===== src/rtl/mmio_pkg.sv =====
// Shared types, defaults and width helper for the MMIO bridge.
package mmio_pkg;

  typedef enum logic [1:0] {
    S_IDLE,
    S_ACCESS,
    S_DONE
  } state_e;

  typedef enum logic [1:0] {
    REG_NONE,
    REG_MEM,
    REG_IO,
    REG_BAD
  } region_e;

  localparam logic [31:0] IO_BASE_DEFAULT = 32'hFFFF_FC00;

  // Ceiling log2, never below 1 so that derived vectors keep a legal width.
  function automatic int unsigned clog2(input int unsigned v);
    int unsigned r;
    r = 0;
    for (int unsigned i = 0; i < 32; i++) begin
      if ((64'd1 << i) < 64'(v)) r = i + 1;
    end
    return (r == 0) ? 1 : r;
  endfunction

  localparam int unsigned CH_SPAN_DEFAULT = 16;
  localparam int unsigned OFF_W_DEFAULT   = clog2(CH_SPAN_DEFAULT);

endpackage


===== src/rtl/mmio_addr_decode.sv =====
// Combinational address decode: memory, IO channel/offset, or unmapped.
module mmio_addr_decode
  import mmio_pkg::*;
#(
  parameter int unsigned DATA_W  = 32,
  parameter int unsigned NUM_CH  = 4,
  parameter logic [31:0] IO_BASE = IO_BASE_DEFAULT,
  parameter int unsigned CH_SPAN = 16,
  localparam int unsigned CH_W   = clog2(NUM_CH),
  localparam int unsigned OFF_W  = clog2(CH_SPAN)
) (
  input  logic              cpu_rd,
  input  logic              cpu_wr,
  input  logic [DATA_W-1:0] cpu_addr,
  output region_e           region,
  output logic [CH_W-1:0]   ch_idx,
  output logic [OFF_W-1:0]  offset
);

  // One extra bit keeps the window end from wrapping at the top of the map.
  localparam logic [DATA_W:0] BASE_X = (DATA_W+1)'(IO_BASE);
  localparam logic [DATA_W:0] SPAN_X = (DATA_W+1)'(NUM_CH * CH_SPAN);

  logic [DATA_W:0] addr_x;
  logic [DATA_W:0] rel_x;

  always_comb begin
    addr_x = {1'b0, cpu_addr};
    rel_x  = addr_x - BASE_X;
    ch_idx = rel_x[OFF_W +: CH_W];
    offset = rel_x[OFF_W-1:0];
    if (!cpu_rd && !cpu_wr) begin
      region = REG_NONE;
    end else if (cpu_rd && cpu_wr) begin
      region = REG_BAD;
    end else if (addr_x < BASE_X) begin
      region = REG_MEM;
    end else if (rel_x < SPAN_X) begin
      region = REG_IO;
    end else begin
      region = REG_BAD;
    end
  end

endmodule


===== src/rtl/mmio_bridge.sv =====
// CPU load/store bridge: zero-latency memory path plus stalled, timed-out
// accesses to NUM_CH peripheral channels.
module mmio_bridge
  import mmio_pkg::*;
#(
  parameter int unsigned DATA_W  = 32,
  parameter int unsigned IO_W    = 16,
  parameter int unsigned NUM_CH  = 4,
  parameter logic [31:0] IO_BASE = IO_BASE_DEFAULT,
  parameter int unsigned CH_SPAN = 16,
  parameter int unsigned TIMEOUT = 15,
  localparam int unsigned OFF_W  = clog2(CH_SPAN)
) (
  input  logic                   clk,
  input  logic                   rst_n,
  input  logic                   cpu_rd,
  input  logic                   cpu_wr,
  input  logic [DATA_W-1:0]      cpu_addr,
  input  logic [DATA_W-1:0]      cpu_wdata,
  output logic [DATA_W-1:0]      cpu_rdata,
  output logic                   cpu_stall,
  output logic                   cpu_err,
  output logic [DATA_W-1:0]      mem_addr,
  output logic [DATA_W-1:0]      mem_wdata,
  output logic                   mem_re,
  output logic                   mem_we,
  input  logic [DATA_W-1:0]      mem_rdata,
  output logic [NUM_CH-1:0]      io_sel,
  output logic                   io_re,
  output logic                   io_we,
  output logic [OFF_W-1:0]       io_addr,
  output logic [IO_W-1:0]        io_wdata,
  input  logic [NUM_CH*IO_W-1:0] io_rdata,
  input  logic [NUM_CH-1:0]      io_ready
);

  localparam int unsigned CH_W  = clog2(NUM_CH);
  localparam int unsigned CNT_W = clog2(TIMEOUT + 1);
  localparam logic [CNT_W-1:0] TO_LAST = CNT_W'(TIMEOUT - 1);

  region_e          region;
  logic [CH_W-1:0]  dec_ch;
  logic [OFF_W-1:0] dec_off;

  state_e           state_q, state_d;
  logic [CH_W-1:0]  ch_q, ch_d;
  logic [OFF_W-1:0] off_q, off_d;
  logic             wr_q, wr_d;
  logic [IO_W-1:0]  wdata_q, wdata_d;
  logic [IO_W-1:0]  rdata_q, rdata_d;
  logic             err_q, err_d;
  logic [CNT_W-1:0] cnt_q, cnt_d;

  logic             sel_ready;
  logic [IO_W-1:0]  sel_data;

  mmio_addr_decode #(
    .DATA_W (DATA_W),
    .NUM_CH (NUM_CH),
    .IO_BASE(IO_BASE),
    .CH_SPAN(CH_SPAN)
  ) u_decode (
    .cpu_rd  (cpu_rd),
    .cpu_wr  (cpu_wr),
    .cpu_addr(cpu_addr),
    .region  (region),
    .ch_idx  (dec_ch),
    .offset  (dec_off)
  );

  assign mem_addr  = cpu_addr;
  assign mem_wdata = cpu_wdata;
  assign io_addr   = off_q;
  assign io_wdata  = wdata_q;

  // Only the latched channel's ready/data are visible to the FSM.
  always_comb begin
    sel_ready = 1'b0;
    sel_data  = '0;
    for (int unsigned c = 0; c < NUM_CH; c++) begin
      if (ch_q == CH_W'(c)) begin
        sel_ready = io_ready[c];
        sel_data  = io_rdata[c*IO_W +: IO_W];
      end
    end
  end

  always_comb begin
    state_d   = state_q;
    ch_d      = ch_q;
    off_d     = off_q;
    wr_d      = wr_q;
    wdata_d   = wdata_q;
    rdata_d   = rdata_q;
    err_d     = err_q;
    cnt_d     = cnt_q;
    mem_re    = 1'b0;
    mem_we    = 1'b0;
    io_sel    = '0;
    io_re     = 1'b0;
    io_we     = 1'b0;
    cpu_stall = 1'b0;
    cpu_err   = 1'b0;
    cpu_rdata = '0;
    unique case (state_q)
      S_IDLE: begin
        cpu_rdata = mem_rdata;
        if (region == REG_MEM) begin
          mem_re = cpu_rd;
          mem_we = cpu_wr;
        end else if (region != REG_NONE) begin
          cpu_stall = 1'b1;
          ch_d      = dec_ch;
          off_d     = dec_off;
          wr_d      = cpu_wr;
          wdata_d   = cpu_wdata[IO_W-1:0];
          rdata_d   = '0;
          cnt_d     = '0;
          if (region == REG_IO) begin
            err_d   = 1'b0;
            state_d = S_ACCESS;
          end else begin
            err_d   = 1'b1;
            state_d = S_DONE;
          end
        end
      end
      S_ACCESS: begin
        cpu_stall = 1'b1;
        io_sel    = NUM_CH'(1) << ch_q;
        io_re     = ~wr_q;
        io_we     = wr_q;
        cnt_d     = cnt_q + CNT_W'(1);
        if (sel_ready) begin
          rdata_d = sel_data;
          state_d = S_DONE;
        end else if (cnt_q == TO_LAST) begin
          err_d   = 1'b1;
          rdata_d = '0;
          state_d = S_DONE;
        end
      end
      S_DONE: begin
        cpu_rdata = DATA_W'(rdata_q);
        cpu_err   = err_q;
        state_d   = S_IDLE;
      end
      default: state_d = S_IDLE;
    endcase
  end

  always_ff @(posedge clk or negedge rst_n) begin
    if (!rst_n) begin
      state_q <= S_IDLE;
      ch_q    <= '0;
      off_q   <= '0;
      wr_q    <= 1'b0;
      wdata_q <= '0;
      rdata_q <= '0;
      err_q   <= 1'b0;
      cnt_q   <= '0;
    end else begin
      state_q <= state_d;
      ch_q    <= ch_d;
      off_q   <= off_d;
      wr_q    <= wr_d;
      wdata_q <= wdata_d;
      rdata_q <= rdata_d;
      err_q   <= err_d;
      cnt_q   <= cnt_d;
    end
  end

endmodule


===== config.mk =====
export PLATFORM = sky130hd
export DESIGN_NAME = mmio_bridge
export DESIGN_NICKNAME = d
export VERILOG_FILES = /design/src/rtl/mmio_pkg.sv /design/src/rtl/mmio_addr_decode.sv /design/src/rtl/mmio_bridge.sv
export SDC_FILE = /design/constraint.sdc
export NUM_CORES = 1
export LEC_CHECK = 0
export CAP_MARGIN = 15
export CELL_PAD_IN_SITES_DETAIL_PLACEMENT = 1
export CELL_PAD_IN_SITES_GLOBAL_PLACEMENT = 2
export CORE_ASPECT_RATIO = 2
export CORE_MARGIN = 2
export CORE_UTILIZATION = 15
export CTS_BUF_LIST = sky130_fd_sc_hd__clkbuf_2 sky130_fd_sc_hd__clkbuf_4 sky130_fd_sc_hd__clkbuf_8
export DETAILED_ROUTE_END_ITERATION = 10
export GPL_TIMING_DRIVEN = 0
export PLACE_DENSITY = 0.75
export SKIP_LAST_GASP = 1
export SLEW_MARGIN = 20
export SYNTH_ARGS = -nofsm -noshare
export SYNTH_HDL_FRONTEND = slang
export SYNTH_SLANG_ARGS = --single-unit

===== constraint.sdc =====
create_clock -name clk -period 2.4 [get_ports clk]
set_input_delay 0.72 -clock clk [delete_from_list [all_inputs] [get_ports clk]]
set_output_delay 0.72 -clock clk [all_outputs]
set_load 0.05 [all_outputs]

==> summary.md <==
| Metric | Value |
|---|---|
| Average size of a mapped cell | `about 11 um2` |
| Post-DRT Antenna Nets | `0` |
| CORE AREA | `about 21,000 um2` |
| Tcrit/Tclk final | `112.5%` |
| Final Skew | `0.004638 ns` |
| Clock H-tree levels | `2` |
| Die W | `between 100 and 150 um` |
| Filler-free cell count of the finished design | `between 800 and 900` |
| Max Freq | `370.5 MHz` |
| Final GP Congestion | `0.7542` |
| Mapped cell area | `between 3000 and 4000 um2` |
| Layout area overhead | `110.3%` |
| Root Buffer | `clkbuf_8` |
| Total Routed Length | `14,940 um` |
| Failing checks | `negative setup slack` |
| Initial antenna violation count | `0` |
| Register area share after synthesis | `35.55%` |
| Port bufs | `between 200 and 300` |
| Post-synthesis register bit count | `46` |
| Vias in the first global route | `just under 4,000` |
| Maximum vdd drop | `0.1698 mV` |
| CP Data Arrival Time | `~2.0 ns` |
| Nets | `761` |
| CTS Hold Buffers Added | `0` |
| Syn. warnings | `0` |
| Final HPWL DP | `around 12,000 um` |
| Tmin final | `around 2.7 ns` |
| Leakage | `about 3.0 nW` |
| Largest net degree at the start of global routing | `47` |
| Overall via count from detail_route | `3,429` |
| Proportion of layout cells with a drive suffix above 1 | `a little under half` |
| Final Max Tran Viols | `0` |
| Worst slack, placed | `-1.809 ns` |
| Io pins | `294` |
| Ys async rst share | `100.0%` |
| First-pass GRT wire length | `around 21,000 um` |
| Grt total ovfl | `0` |
| Clk sink count | `46` |
| Hold WC Path Type | `in2async` |
| Overall Power | `0.003094 W` |
| Worst Setup End Kind | `output port` |
| Clock buffer depth | `2` |
| DR WL/cell | `about 17 um` |
| First-pass iteration count of the detailed router | `4` |
| Cts bufs inserted | `5` |
| CP Max Fanout | `3` |
| Sum Neg Setup Slack | `-0.6227 ns` |
| Finished Core Util | `a little under a third` |
| Setup ws final | `-0.2991 ns` |
| CP startpoint kind | `input port` |
| Setup violations, final | `3` |
| GRT Util Overall | `between 10% and 20%` |
| Worst r2r path cells | `3` |
| Clk slew on worst S/H paths | `about 0.090 ns` |
| CP required | `around 1.7 ns` |
| RSZ-0062 raised after global routing | `true` |
| Cell Rows | `76` |
| Synth unique cells | `40` |
| Vias per inst | `approximately 4` |
| Die height | `roughly 210 um` |
| Iter 0 DRT Violations | `54` |
| Post-route DRC | `0` |
| TritonCTS clock tree | `yes` |
| Cell Pwr Density | `roughly 450 nW/um2` |
| R2R Setup Slk | `approximately 0.31 ns` |
| Capturing point of the worst reg2reg path | `rdata_q[5]` |
| Worst Max-Slew Pin Slew | `about 0.85 ns` |
| Post-Syn Nets | `roughly 460` |
| Final Hold Viols | `0` |
| Post-Syn Instances | `between 200 and 300` |
| Reg2reg start | `ch_q[0]` |
| MaxCap Viol Count | `0` |
| Inst Count DP | `838` |
| Clock Latency Late Sink | `0.31 ns` |
| Slew Limit Headroom | `roughly 44%` |
| Post-synth EDFFs | `0` |
| Primary FF master, synth | `dfrtp_1` |
| Initial Util | `between 10% and 20%` |
| Die Area | `~23,000 um2` |
| Status | `finished, violations left` |
| Setup Crit Path Kind | `in2out` |
| ANT cells | `0` |
-- layout make-up --
| class | count | area (um2) |
|---|---|---|
| multi-input cells | 157 | 1778 |
| fillers | 2429 | 14590 |
| inverters | 5 | 18.77 |
| clock buffers | 6 | 82.58 |
| flip-flops and latches | 46 | 1154 |
| repair buffers | 297 | 2801 |
| plain buffers | 78 | 634.4 |
| well taps | 273 | 341.6 |
-- per-layer routing --
layer / GRT usage (%) / vias up / part of all wire, %
met4: 4.200 / 0 / 2.0
li1: - / 1572 / -
met3: 2.155 / 12 / 7.0
met1: 11.13 / 1655 / 31
met2: 26.44 / 190 / 60
met5: 0 / - / 0
-- cell usage after synthesis, drive strengths merged, types with 2 or more instances --
library cell   n  area [um2]
nor3b          4       30.03
clkbuf         6       22.52
mux2i         17       170.2
inv            5       18.77
nor3           3       15.01
buf           74       543.0
nand2          6       30.03
mux4          17       382.9
o31ai          2       28.78
dfrtp         46        1151
mux2          23       259.0
a22o          16       150.1
a21oi          2       10.01
a41o           2       20.02
nor2          23       86.33
ha             3       37.54
nand4          5       37.53
and2          18       112.6
a211oi         2       15.01
nor4           3       40.04
-- registers in the layout, summed over array words and instances (netlist names) --
name / count
io_wdata: 16
rdata_q: 16
cnt_q: 4
io_addr: 4
ch_q: 2
state_q: 2
err_q: 1
wr_q: 1
-- placed cells by master, fill, tap and decap left out, types with 2 or more instances in the layout --
master             n
a41o_1             2
mux4_2            17
nand2_1            2
mux2i_4            8
and2_1            14
nor2_1            13
buf_6             27
dfrtp_1           44
clkbuf_16          3
dfrtp_2            2
nand4_1            4
dlygate4sd2_1     26
buf_4             78
buf_2             53
buf_8              7
nor3_1             2
clkbuf_1           2
mux2_2            23
nor2_4            10
nand2_2            3
and2_4             4
buf_12             6
a22o_2             8
ha_1               3
a211oi_1           2
inv_1              5
clkdlybuf4s50_1  164
nor3b_2            3
clkbuf_8           7
a22o_1             8
dlymetal6s2s_1     2
mux2i_1            9
nor4_4             2
-- critical path, stage by stage --
cell	delay, ns
clkdlybuf4s15_2	0.20
nand4_1	0.15
nor4_4	0.19
buf_6	0.17
a21oi_4	0.07
o31ai_4	0.27
buf_6	0.20
-- worst max path at each step --
stage	cells past startpoint	slack, ns	endpoint	from
floorplan	4	-0.38	cpu_stall	cpu_addr[25]
global placement	6	-1.80	cpu_stall	cpu_addr[25]
detailed placement	6	-1.81	cpu_stall	cpu_addr[25]
CTS	7	-0.27	cpu_stall	cpu_addr[15]
global route	7	-0.36	cpu_stall	cpu_addr[31]
finish	7	-0.30	cpu_stall	cpu_addr[16]
-- where the power goes --
| group | switching [W] | leakage, nW | internal (W) | total [W] |
|---|---|---|---|---|
| combinational | 0.000935 | 2.34 | 0.000769 | 0.00170 |
| sequential | 0.0000448 | 0.583 | 0.000844 | 0.000889 |
| clock | 0.000278 | 0.0431 | 0.000223 | 0.000501 |
| total | 0.00126 | 2.96 | 0.00184 | 0.00309 |
-- per-stage QoR --
stage                     cell area [um2]  hold slack (ns)
after CTS                            6758           0.4347
after global placement               6462           0.4757
after global routing                 6810           0.4501
final                                6810           0.4179
after floorplan                      3348           0.4244
after detailed placement             6460           0.4906
-- cells by family (layout without fill, tap and decap cells) --
kind of cell | count (synthesis) | count (layout) | synth area share [%]
AND/OR/NAND/NOR | 68 | 68 | 12.17
AO/OA/AOI/OAI | 27 | 27 | 7.458
adder cells (fa/ha/maj) | 3 | 3 | 1.159
multiplexers | 57 | 57 | 25.08
XOR/XNOR | 2 | 2 | 0.5411
buffers and inverters | 85 | 386 | 18.04
flip-flops | 46 | 46 | 35.55
-- timing repair --
item                                   in CTS  in global routing
cloned                                      1                  3
endpoints found under the hold margin       0                  0
setup buffers                              15                  1
resized for setup                         510                 44
setup endpoints to repair                 135                 67
pin swaps                                  14                  4
No activity file was read; power rests on OpenSTA's default activity.
